### src/rtl/memory_multiport_if.sv
// Handshake bundle for memory_multiport: one write channel (address + data join), R read channels.
// MEMORY_MASK_EN adds the byte strobe that travels with the write data.
interface memory_multiport_if #(
    parameter int unsigned W = 16,
    parameter int unsigned D = 256,
    parameter int unsigned R = 2
);
    localparam int unsigned AW = $clog2(D);

    logic [AW-1:0]   s_wa_data;
    logic            s_wa_valid;
    logic            s_wa_ready;
    logic [W-1:0]    s_wd_data;
    logic            s_wd_valid;
    logic            s_wd_ready;
`ifdef MEMORY_MASK_EN
    logic [W/8-1:0]  s_wd_strb;
`endif
    logic [R*AW-1:0] s_ra_data;
    logic [R-1:0]    s_ra_valid;
    logic [R-1:0]    s_ra_ready;
    logic [R*W-1:0]  m_rd_data;
    logic [R-1:0]    m_rd_valid;
    logic [R-1:0]    m_rd_ready;

`ifdef MEMORY_MASK_EN
    modport master (
        output s_wa_data, s_wa_valid, input s_wa_ready,
        output s_wd_data, s_wd_valid, s_wd_strb, input s_wd_ready,
        output s_ra_data, s_ra_valid, input s_ra_ready,
        input m_rd_data, m_rd_valid, output m_rd_ready
    );
    modport slave (
        input s_wa_data, s_wa_valid, output s_wa_ready,
        input s_wd_data, s_wd_valid, s_wd_strb, output s_wd_ready,
        input s_ra_data, s_ra_valid, output s_ra_ready,
        output m_rd_data, m_rd_valid, input m_rd_ready
    );
`else
    modport master (
        output s_wa_data, s_wa_valid, input s_wa_ready,
        output s_wd_data, s_wd_valid, input s_wd_ready,
        output s_ra_data, s_ra_valid, input s_ra_ready,
        input m_rd_data, m_rd_valid, output m_rd_ready
    );
    modport slave (
        input s_wa_data, s_wa_valid, output s_wa_ready,
        input s_wd_data, s_wd_valid, output s_wd_ready,
        input s_ra_data, s_ra_valid, output s_ra_ready,
        output m_rd_data, m_rd_valid, input m_rd_ready
    );
`endif
endinterface

### src/rtl/memory_multiport.sv
// Register-file memory, one joined write channel and R single-stage read pipelines, zero-filled
// by an INIT sweep after every reset. Optional byte-masked writes under MEMORY_MASK_EN.
module memory_multiport #(
    parameter int unsigned W = 16,
    parameter int unsigned D = 256,
    parameter int unsigned R = 2
) (
    input  logic                clk,
    input  logic                rst,
    memory_multiport_if.slave   bus
);
    localparam int unsigned AW = $clog2(D);

    typedef enum logic [0:0] {StInit, StRun} state_e;

    state_e            state_q;
    logic [AW-1:0]     init_cnt_q;
    logic              run;
    logic              wr_en;
    logic [W-1:0]      wr_word;
    logic [W-1:0]      mem_q [D];
    logic [R-1:0]      ra_ready;
    logic [R-1:0]      rd_valid_q;
    logic [R-1:0][W-1:0] rd_data_q;

    always_ff @(posedge clk or negedge rst) begin
        if (!rst) begin
            state_q    <= StInit;
            init_cnt_q <= '0;
        end else begin
            unique case (state_q)
                StInit: begin
                    init_cnt_q <= init_cnt_q + AW'(1);
                    if (init_cnt_q == AW'(D - 1)) state_q <= StRun;
                end
                StRun: state_q <= StRun;
            endcase
        end
    end

    assign run   = (state_q == StRun);
    assign wr_en = run & bus.s_wa_valid & bus.s_wd_valid;

`ifdef MEMORY_MASK_EN
    always_comb begin
        wr_word = mem_q[bus.s_wa_data];
        for (int unsigned b = 0; b < W / 8; b++) begin
            if (bus.s_wd_strb[b]) wr_word[b*8 +: 8] = bus.s_wd_data[b*8 +: 8];
        end
    end
`else
    assign wr_word = bus.s_wd_data;
`endif

    // Storage carries no reset; the INIT sweep provides the zero fill.
    always_ff @(posedge clk) begin
        if (!run) begin
            mem_q[init_cnt_q] <= '0;
        end else if (wr_en) begin
            mem_q[bus.s_wa_data] <= wr_word;
        end
    end

    always_comb begin
        ra_ready = '0;
        for (int unsigned r = 0; r < R; r++) begin
            ra_ready[r] = run & (~rd_valid_q[r] | bus.m_rd_ready[r]);
        end
    end

    // Reads sample mem_q before this edge's write lands, giving read-first ordering.
    always_ff @(posedge clk or negedge rst) begin
        if (!rst) begin
            rd_valid_q <= '0;
            rd_data_q  <= '0;
        end else begin
            for (int unsigned r = 0; r < R; r++) begin
                if (ra_ready[r] && bus.s_ra_valid[r]) begin
                    rd_data_q[r]  <= mem_q[bus.s_ra_data[r*AW +: AW]];
                    rd_valid_q[r] <= 1'b1;
                end else if (bus.m_rd_ready[r]) begin
                    rd_valid_q[r] <= 1'b0;
                end
            end
        end
    end

    assign bus.s_wa_ready = wr_en;
    assign bus.s_wd_ready = wr_en;
    assign bus.s_ra_ready = ra_ready;
    assign bus.m_rd_valid = rd_valid_q;
    assign bus.m_rd_data  = rd_data_q;
endmodule

### src/flat_wrapper.sv
// flat-port wrapper written by rule: the top's interface ports become plain ports
module memory_multiport_flat 
#(
    parameter int unsigned W = 16,
    parameter int unsigned D = 256,
    parameter int unsigned R = 2
)
  (clk, rst, bus_s_wa_data, bus_s_wa_valid, bus_s_wa_ready, bus_s_wd_data, bus_s_wd_valid, bus_s_wd_ready, bus_s_ra_data, bus_s_ra_valid, bus_s_ra_ready, bus_m_rd_data, bus_m_rd_valid, bus_m_rd_ready);
  memory_multiport_if #(.W(W), .D(D), .R(R)) bus_i ();
  input  logic clk;
  input  logic rst;
  input wire logic [$bits(bus_i.s_wa_data)-1:0] bus_s_wa_data;
  input wire logic [$bits(bus_i.s_wa_valid)-1:0] bus_s_wa_valid;
  output wire logic [$bits(bus_i.s_wa_ready)-1:0] bus_s_wa_ready;
  input wire logic [$bits(bus_i.s_wd_data)-1:0] bus_s_wd_data;
  input wire logic [$bits(bus_i.s_wd_valid)-1:0] bus_s_wd_valid;
  output wire logic [$bits(bus_i.s_wd_ready)-1:0] bus_s_wd_ready;
  input wire logic [$bits(bus_i.s_ra_data)-1:0] bus_s_ra_data;
  input wire logic [$bits(bus_i.s_ra_valid)-1:0] bus_s_ra_valid;
  output wire logic [$bits(bus_i.s_ra_ready)-1:0] bus_s_ra_ready;
  output wire logic [$bits(bus_i.m_rd_data)-1:0] bus_m_rd_data;
  output wire logic [$bits(bus_i.m_rd_valid)-1:0] bus_m_rd_valid;
  input wire logic [$bits(bus_i.m_rd_ready)-1:0] bus_m_rd_ready;
  assign bus_i.s_wa_data = bus_s_wa_data;
  assign bus_i.s_wa_valid = bus_s_wa_valid;
  assign bus_s_wa_ready = bus_i.s_wa_ready;
  assign bus_i.s_wd_data = bus_s_wd_data;
  assign bus_i.s_wd_valid = bus_s_wd_valid;
  assign bus_s_wd_ready = bus_i.s_wd_ready;
  assign bus_i.s_ra_data = bus_s_ra_data;
  assign bus_i.s_ra_valid = bus_s_ra_valid;
  assign bus_s_ra_ready = bus_i.s_ra_ready;
  assign bus_m_rd_data = bus_i.m_rd_data;
  assign bus_m_rd_valid = bus_i.m_rd_valid;
  assign bus_i.m_rd_ready = bus_m_rd_ready;
  memory_multiport #(.W(W), .D(D), .R(R)) u_core (.clk(clk), .rst(rst), .bus(bus_i));
endmodule
### config.mk
export PLATFORM = sky130hd
export DESIGN_NAME = memory_multiport_flat
export DESIGN_NICKNAME = d
export VERILOG_FILES = /design/src/rtl/memory_multiport_if.sv /design/src/rtl/memory_multiport.sv /design/src/flat_wrapper.sv
export SDC_FILE = /design/constraint.sdc
export NUM_CORES = 2
export LEC_CHECK = 0
export BUFFER_PORTS_ARGS = -buffer_cell sky130_fd_sc_hd__buf_2
export CAP_MARGIN = 40
export CORE_MARGIN = 8
export CORE_UTILIZATION = 45
export CTS_CLUSTER_DIAMETER = 30
export DETAILED_ROUTE_END_ITERATION = 6
export HOLD_SLACK_MARGIN = 0.1
export PLACE_DENSITY_LB_ADDON = 0.15
export SLEW_MARGIN = 10
export SYNTH_ARGS = -nofsm -noshare
export SYNTH_HDL_FRONTEND = slang
export SYNTH_SLANG_ARGS = --single-unit
### constraint.sdc
create_clock -name clk -period 6.1 [get_ports clk]
set_input_delay 0 -clock clk [delete_from_list [all_inputs] [get_ports clk]]
set_output_delay 0 -clock clk [all_outputs]
set_load 0.05 [all_outputs]
==> metrics.yaml <==
status: "complete, but fails checks"
violations: "DRC"
worstMarginPinSlew_ps: 1310
place_congestion: 0.985
cts_resized: 0
drv_slew: 0
avgRoutedWirePerCell_um: 42.7
syn_inst: 10600
path_max_fanout: 16
synth-main-ff-cell: "edfxtp_1"
finalHoldWorstSlack_ps: 159
drtAntennaViolNets: 0
powerDensity_mw_per_mm2: 352
via_per_inst: 6.95
whs_path_depth: 3
dp.cells: 16300
synth_top_cell_area_share: 0.633
clock_path_buffers: 4
postCtsSetupRepairBufs: 0
finalCriticalPeriod_ps: 4950
slew_headroom: 0.126
coreArea_sq_mm: 0.430
finalNonFillerCells: 18100
end_kind: "register"
num_vias: 126000
grt_overflow: 0
numCtsBuffers: 881
synthTopCellsByArea: "edfxtp_1 (63%), mux4_2 (17%), mux2i_1 (6.2%)"
rows: 241
synth_cell_types: 86
place_area_sq_mm: 0.205
synth_async_sr_flop_share: 0.0104
synth_edf_count: 4096
timing.fmax_mhz: 202
start_util: 0.451
ios: 86
drive_above_1_share: 0.338
yosys_register_bits: 4139
final_cell_mix: "edfxtp_1 (4096), mux4_2 (1430), mux2i_1 (1194)"
hold_viol: 0
hold_path_class: "input pin to register"
fin_crit_sh: 0.812
max-vdd-ir-drop_v: 0.000324
power_mw: 83.3
worstSetupPathType: "register to register"
grt_pass1_vias: 124000
grt_pass1_wl_um: 1040000
p_leak_nw: 68.3
setup_viol: 0
grt_max_degree: 157
critPathLaunchType: "register"
clkLatencyLatePin_ps: 1130
maxCapViolations: 0
dr.first_iter.drc_count: 19200
path_clk_slew_ps: 50
firstDrtPassIters: 7
layout_commonest_cell: "edfxtp_1"
r2r_slack_ps: 1150
synthesis.nets: 10600
cts.sinks: 4139
design_area_sq_mm: 0.237
wirelength_um: 773000
dieArea_sq_mm: 0.453
reg2regPathDepth: 7
synth_area_leader_cell: "edfxtp_1"
ys_seq_area_frac: 0.639
htreeDepth: 6
numPortBuffers: 85
drc: 1
antenna_found_initial: 70
die_x_um: 673
cp_data_required_time_ps: 6900
finalClockSkew_ps: 60.7
track_usage: 0.332
avgSynthCellArea_sq_um: 18.4
cts_tree: "built"
setup_tns_ps: 0
dp_hpwl_um: 512000
fp.dieH_um: 673
crit_arrival_ps: 5750
rsz0062_at_grt: "no"
ctsRootBufferMaster: "clkbuf_16"
syn_area_sq_mm: 0.194
postCtsHoldBufs: 64
ys.warnings.count: 0
area_growth_pct: 21.9
layout.nets: 11600
-- cell type report --
| type | instances | area [sq um] |
|---|---|---|
| Fill cell | 32900 | 194000 |
| Sequential cell | 4139 | 124000 |
| Multi-Input combinational cell | 5543 | 64900 |
| Clock buffer | 1002 | 22900 |
| Timing Repair Buffer | 976 | 9670 |
| Clock inverter | 653 | 7850 |
| Tap cell | 5710 | 7140 |
| Antenna cell | 46 | 115 |
| Inverter | 12 | 61.3 |
-- Yosys cell counts, types with 11 or more instances --
master	number
nand4_1	41
a21oi_1	208
or3_1	17
and2_1	36
buf_6	170
edfxtp_1	4096
mux4_2	1430
nor2b_1	16
buf_8	39
nand3b_1	23
a31oi_1	23
buf_1	42
a221oi_1	72
o211ai_1	23
a211o_1	32
dfrtp_1	43
a22oi_1	173
and3_1	14
a211oi_1	163
nand3_1	104
clkbuf_8	11
clkbuf_1	218
nor4_1	25
nand4b_1	11
o221ai_1	212
nand2_1	386
nor2_1	337
mux2_2	20
a2111oi_0	73
nor3_1	62
mux2i_1	1194
o21ai_0	201
buf_12	21
o22ai_1	395
a22o_1	19
buf_4	157
buf_2	189
clkbuf_4	12
mux4_1	87
-- metal layers --
metal	track usage	share of wire	vias up
met1	0.425	0.36	66700
met2	0.492	0.44	9238
li1	-	-	47800
met4	0.225	0.081	26
met3	0.0958	0.12	1848
met5	0.000736	0.00026	-
-- critical path, cell delays in order (launching register included) --
cell,delay [ps]
dfrtp_1,560
nand3_1,590
inv_1,340
o31ai_2,740
nand3_2,880
buf_4,560
nor2_2,690
buf_4,250
-- worst paths after layout --
kind                                                       from                              endpoint
max                                        u_core.run$_DFF_PN0_         u_core.mem_q[96][4]$_DFFE_PP_
min reg2reg                u_core.bus.m_rd_data[31]$_DFFE_PN0P_  u_core.bus.m_rd_data[31]$_DFFE_PN0P_
min                                            bus_s_wd_data[4]        u_core.mem_q[181][4]$_DFFE_PP_
max reg2reg                                u_core.run$_DFF_PN0_         u_core.mem_q[96][4]$_DFFE_PP_
max in group asynchronous                                   rst  u_core.bus.m_rd_data[26]$_DFFE_PN0P_
min in group asynchronous                                   rst  u_core.bus.m_rd_data[25]$_DFFE_PN0P_
-- through the flow --
step | setup WS, ps | utilization
final | 1150 | 0.550
after global routing | 1090 | 0.550
after CTS | 1380 | 0.549
after detailed placement | 1420 | 0.477
after global placement | -788 | 0.470
after floorplan | 321 | -
-- flip-flops by register name, summed over array words and instances (netlist names) --
| register | flops |
|---|---|
| u_core.mem_q | 4096 |
| u_core.bus.m_rd_data | 32 |
| u_core.run | 1 |
| u_core.init_cnt_q | 8 |
| u_core.bus.m_rd_valid | 2 |
-- logic make-up after synthesis --
family                   Yosys count  synth area share
XOR/XNOR                           7          0.000316
buffers and inverters            874            0.0326
AND/OR/NAND/NOR                 1113            0.0261
flip-flops                      4139             0.639
multiplexers                    2737             0.241
AO/OA/AOI/OAI                   1685            0.0607
adder cells (fa/ha/maj)            1         0.0000644
-- where the power goes --
part / switching [mW] / internal (mW) / total [mW] / leakage, nW
clock: 16.1 / 32.9 / 49.0 / 14.7
sequential: 0 / 30.9 / 30.9 / 28.9
combinational: 2.35 / 1.05 / 3.40 / 24.7
No activity file was read; power rests on OpenSTA's default activity.
